### src/rtl/univ_shift_reg_if.sv
// Bus bundle for univ_shift_reg: control/data inputs and register/status outputs.
interface univ_shift_reg_if #(
    parameter int unsigned WIDTH = 8
);
    localparam int unsigned CW = $clog2(WIDTH + 1);

    logic             EN;
    logic [1:0]       MODE;
    logic             S_IN_R;
    logic             S_IN_L;
    logic [WIDTH-1:0] P_IN;
    logic             START;
    logic [WIDTH-1:0] Q;
    logic             S_OUT;
    logic             BUSY;
    logic             DONE;
    logic [CW-1:0]    CNT;

    // Driver side: supplies controls and data, observes the register.
    modport master (
        output EN, MODE, S_IN_R, S_IN_L, P_IN, START,
        input  Q, S_OUT, BUSY, DONE, CNT
    );

    // Register side.
    modport slave (
        input  EN, MODE, S_IN_R, S_IN_L, P_IN, START,
        output Q, S_OUT, BUSY, DONE, CNT
    );
endinterface

### src/rtl/univ_shift_reg.sv
// Universal shift register: hold / shift right / shift left / parallel load,
// plus an automatic LSB-first WIDTH-bit serial transfer started by START.
// The interface instance must be built with the same WIDTH as this module.
module univ_shift_reg #(
    parameter int unsigned WIDTH  = 8,
    parameter bit          ROTATE = 1'b0
) (
    input  logic                 clk,
    input  logic                 R_,
    univ_shift_reg_if.slave      bus
);
    localparam int unsigned CW = $clog2(WIDTH + 1);

    typedef enum logic {
        IDLE = 1'b0,
        XFER = 1'b1
    } state_t;

    state_t           state;
    logic [WIDTH-1:0] q;
    logic [CW-1:0]    cnt;
    logic             busy;
    logic             done;
    logic             in_r;
    logic             in_l;

    // Bits entering each end: serial inputs, or the bit leaving the far end when rotating.
    assign in_r = ROTATE ? q[0]       : bus.S_IN_R;
    assign in_l = ROTATE ? q[WIDTH-1] : bus.S_IN_L;

    // Control FSM, data register, shift counter and status flags.
    // DONE clears on every edge regardless of EN so it is always one cycle wide.
    always_ff @(posedge clk or negedge R_) begin
        if (!R_) begin
            state <= IDLE;
            q     <= '0;
            cnt   <= '0;
            busy  <= 1'b0;
            done  <= 1'b0;
        end else begin
            done <= 1'b0;
            if (bus.EN) begin
                unique case (state)
                    IDLE: begin
                        if (bus.START) begin
                            q     <= bus.P_IN;
                            cnt   <= '0;
                            busy  <= 1'b1;
                            state <= XFER;
                        end else begin
                            unique case (bus.MODE)
                                2'b01:   q <= {in_r, q[WIDTH-1:1]};
                                2'b10:   q <= {q[WIDTH-2:0], in_l};
                                2'b11:   q <= bus.P_IN;
                                default: q <= q;
                            endcase
                        end
                    end
                    XFER: begin
                        q   <= {in_r, q[WIDTH-1:1]};
                        cnt <= cnt + CW'(1);
                        if (cnt == CW'(WIDTH - 1)) begin
                            busy  <= 1'b0;
                            done  <= 1'b1;
                            state <= IDLE;
                        end
                    end
                    default: state <= IDLE;
                endcase
            end
        end
    end

    assign bus.Q     = q;
    assign bus.S_OUT = q[0];
    assign bus.BUSY  = busy;
    assign bus.DONE  = done;
    assign bus.CNT   = cnt;
endmodule

### src/flat_wrapper.sv
// flat-port wrapper written by rule: the top's interface ports become plain ports
module univ_shift_reg_flat 
#(
    parameter int unsigned WIDTH  = 8,
    parameter bit          ROTATE = 1'b0
)
  (clk, R_, bus_EN, bus_MODE, bus_S_IN_R, bus_S_IN_L, bus_P_IN, bus_START, bus_Q, bus_S_OUT, bus_BUSY, bus_DONE, bus_CNT);
  univ_shift_reg_if #(.WIDTH(WIDTH)) bus_i ();
  input  logic clk;
  input  logic R_;
  input wire logic [$bits(bus_i.EN)-1:0] bus_EN;
  input wire logic [$bits(bus_i.MODE)-1:0] bus_MODE;
  input wire logic [$bits(bus_i.S_IN_R)-1:0] bus_S_IN_R;
  input wire logic [$bits(bus_i.S_IN_L)-1:0] bus_S_IN_L;
  input wire logic [$bits(bus_i.P_IN)-1:0] bus_P_IN;
  input wire logic [$bits(bus_i.START)-1:0] bus_START;
  output wire logic [$bits(bus_i.Q)-1:0] bus_Q;
  output wire logic [$bits(bus_i.S_OUT)-1:0] bus_S_OUT;
  output wire logic [$bits(bus_i.BUSY)-1:0] bus_BUSY;
  output wire logic [$bits(bus_i.DONE)-1:0] bus_DONE;
  output wire logic [$bits(bus_i.CNT)-1:0] bus_CNT;
  assign bus_i.EN = bus_EN;
  assign bus_i.MODE = bus_MODE;
  assign bus_i.S_IN_R = bus_S_IN_R;
  assign bus_i.S_IN_L = bus_S_IN_L;
  assign bus_i.P_IN = bus_P_IN;
  assign bus_i.START = bus_START;
  assign bus_Q = bus_i.Q;
  assign bus_S_OUT = bus_i.S_OUT;
  assign bus_BUSY = bus_i.BUSY;
  assign bus_DONE = bus_i.DONE;
  assign bus_CNT = bus_i.CNT;
  univ_shift_reg #(.WIDTH(WIDTH), .ROTATE(ROTATE)) u_core (.clk(clk), .R_(R_), .bus(bus_i));
endmodule
### config.mk
export PLATFORM = sky130hd
export DESIGN_NAME = univ_shift_reg_flat
export DESIGN_NICKNAME = d
export VERILOG_FILES = /design/src/rtl/univ_shift_reg_if.sv /design/src/rtl/univ_shift_reg.sv /design/src/flat_wrapper.sv
export SDC_FILE = /design/constraint.sdc
export NUM_CORES = 1
export LEC_CHECK = 0
export CORE_ASPECT_RATIO = 1.25
export CORE_MARGIN = 1
export CORE_UTILIZATION = 44
export DETAILED_ROUTE_END_ITERATION = 6
export GPL_TIMING_DRIVEN = 0
export PLACE_DENSITY = 0.78
export SYNTH_ARGS = -nofsm -noshare
export SYNTH_HDL_FRONTEND = slang
export SYNTH_SLANG_ARGS = --single-unit
### constraint.sdc
create_clock -name clk -period 1.7 [get_ports clk]
set_input_delay 0.255 -clock clk [delete_from_list [all_inputs] [get_ports clk]]
set_output_delay 0.255 -clock clk [all_outputs]
set_load 0.05 [all_outputs]
==> flow_summary.ini <==
[cells_and_area]
seqCellArea_sq_um = 375
insertedDiodeCount = 0
area_growth_syn_to_layout_pct = 37.0
nNetsFinal = 154
final_cells = 156
fill_cells = 186
drive_above_1_share_pct = 11.8
multi_input_area_sq_um = 472

[worst_setup_path]
critPathLaunchType = primary input
r2r_slack_ns = 0.25
crit_path_max_fanout = 10
crit_start = bus_START
r2r.worst_path.cells = 4
critPathCaptureType = flip-flop
critPathRequiredTime_ns = 1.90
r2r-start = u_core.state
r2r-end = u_core.bus.Q[6]
worst-endpoint-arrival_ns = 1.80
crit_type = primary input to flip-flop

[global_routing]
grt_max_degree = 16
grt_pass1_wl_um = 3780
antenna_found_initial = 0
grt-ovfl-total = 0
grt_pass1_vias = 883
grt.total_usage_pct = 22.2

[placed_design]
gp_congestion = 0.790
hpwl_um = 1650
port_buffers = 30
placed_cells = 152
pre_cts_slack_ns = -0.161

[worst_hold_path]
hold_path.class = primary input to async pin

[synthesis]
yosys_most_used_dff = dfrtp_1
ys_warn_count = 0
ys_types = 32
syn_avg_cell_area_sq_um = 9.03
syn_nets = 119
ys_seq_area_share_pct = 40.8
synthArstFlopShare_pct = 100
syn_area_sq_um = 921
syn_inst = 102
synth_edf_count = 0
ys_seq_elements = 15

[floorplan]
die-width_um = 42.9
dieArea_sq_mm = 0.00228
die_y_um = 53.2
rows = 18
io_pins = 31
fp.coreArea_sq_mm = 0.00198
initial_core_util_pct = 46.5

[clock_tree]
tritoncts = built
clock-root-buffer = clkbuf_4
clk-insertion-delay-late_ns = 0.28
cts_made_buffers = 3
clock_sinks = 15
htree_levels = 1
cts.path.max_buffers = 2
clkTransAtPathRegs_ns = 0.09

[sta]
setup_viol = 0
fin_ws_ns = 0.100
fin_crit_sh_pct = 94.1
skew_ns = 0.00598
worst-slew-pin-transition_ns = 0.674
rsz0062_at_grt = no
max_freq_ghz = 0.625
final.min_clock_period_ns = 1.60
hold_viol = 0
slew_headroom_pct = 55.0
drv_slew = 0

[route]
via_per_inst = 5.94
num_vias = 926
first_iter_violations = 18
drcViolationCount = 0
wire_per_inst_um = 14.4
drt-total-wl_um = 2240
first_pass_iters = 4
ant_nets = 0

[run_status]
status = complete, no violations

[power_and_ir_drop]
p_leak_nw = 0.551
ir_drop_uv = 914
powerDensity_mw_per_mm2 = 1540

[run]
maxCapViolCount = 0
placed cells by master, fill, tap and decap left out, drive strengths merged, types with 2 or more instances in the layout:
cell type and count:
buf 7, nor2 8, clkdlybuf4s50 15, clkbuf 4, inv 3, a211o 5
nand3 2, nand4bb 2, nand2 15, o21ai 7, dlygate4sd2 13, or3b 5
a22o 2, a21oi 8, dlymetal6s2s 2, dfrtp 15, a31oi 7
stage by stage:
stage	utilization [%]	area, sq um	TNS (ns)	hold slack (ns)	total power, mW
floorplan	-	921	0	-0.0406	1.44
global placement	62.9	1250	-1.31	0.529	1.83
detailed placement	62.9	1250	-1.47	0.532	1.85
CTS	63.4	1260	0	0.407	1.96
global route	63.6	1260	0	0.433	2.07
finish	63.6	1260	0	0.371	1.94
worst max path at each step:
stage	to	cells after the start
2_1_floorplan	u_core.bus.Q[2]	3
3_3_place_gp	u_core.bus.Q[3]	6
3_5_place_dp	u_core.bus.Q[1]	6
4_1_cts	bus_BUSY	1
5_1_grt	u_core.bus.Q[2]	5
6_report	u_core.bus.Q[2]	6
critical path: stages:
cell,delay [ns]
clkdlybuf4s50_1,0.59
buf_2,0.24
buf_4,0.19
a21oi_1,0.08
a211o_1,0.28
a31oi_1,0.16
synth_stat cells, types with 2 or more instances:
library cell / instances / share of area (%)
buf_2: 3 / 1.6
or3b_2: 4 / 3.8
inv_1: 3 / 1.2
o21ai_0: 7 / 3.8
nand4bb_1: 2 / 2.4
a22o_1: 2 / 1.9
dfrtp_1: 15 / 41
nor2_1: 8 / 3.3
buf_4: 2 / 1.6
nand3_1: 2 / 1.1
nand2_1: 15 / 6.1
buf_6: 2 / 2.4
a21oi_1: 8 / 4.3
a211o_1: 5 / 4.8
a31oi_1: 7 / 4.8
power by group:
group	switching [mW]	total (mW)	internal, mW
Sequential	0.130	0.619	0.490
Combinational	0.736	1.12	0.380
Clock	0.115	0.206	0.0911
Total	0.981	1.94	0.960
per-layer routing:
layer / vias to the layer above / share of wire, % / global-route usage [%]
li1: 442 / - / -
met2: 45 / 50 / 38.6
met1: 435 / 41 / 26.7
met4: 0 / 0.89 / 8.33
met5: - / 0 / 0
met3: 4 / 7.2 / 4.44
sequential cells by signal (all words and copies together), names as in the netlist:
| name | flops |
|---|---|
| u_core.state | 1 |
| u_core.bus.Q | 8 |
| u_core.bus.DONE | 1 |
| u_core.bus.CNT | 4 |
| u_core.bus.BUSY | 1 |
repair_timing:
action,4_1_cts,5_1_grt
setup endpoints to repair,13,2
buffers inserted,0,0
hold buffers,0,0
gates resized for setup,13,2
pin swaps,0,0
layout make-up:
cell class	instances	share of cell area [%]
multi-input cells	76	37.4
flip-flops and latches	15	29.8
repair buffers	30	22.9
plain buffers	8	4.96
clock buffers	4	2.08
well taps	20	1.98
inverters	3	0.893
logic make-up (layout without fill, tap and decap cells):
group | count (synthesis) | in the layout | synth area share, %
fa+ha+maj | 1 | 1 | 1.36
mux | 2 | 2 | 2.31
simple gates | 36 | 36 | 20.4
flops | 15 | 15 | 40.8
buf+inv | 11 | 45 | 8.02
compound gates | 37 | 37 | 27.2
No activity file was read; power rests on OpenSTA's default activity.
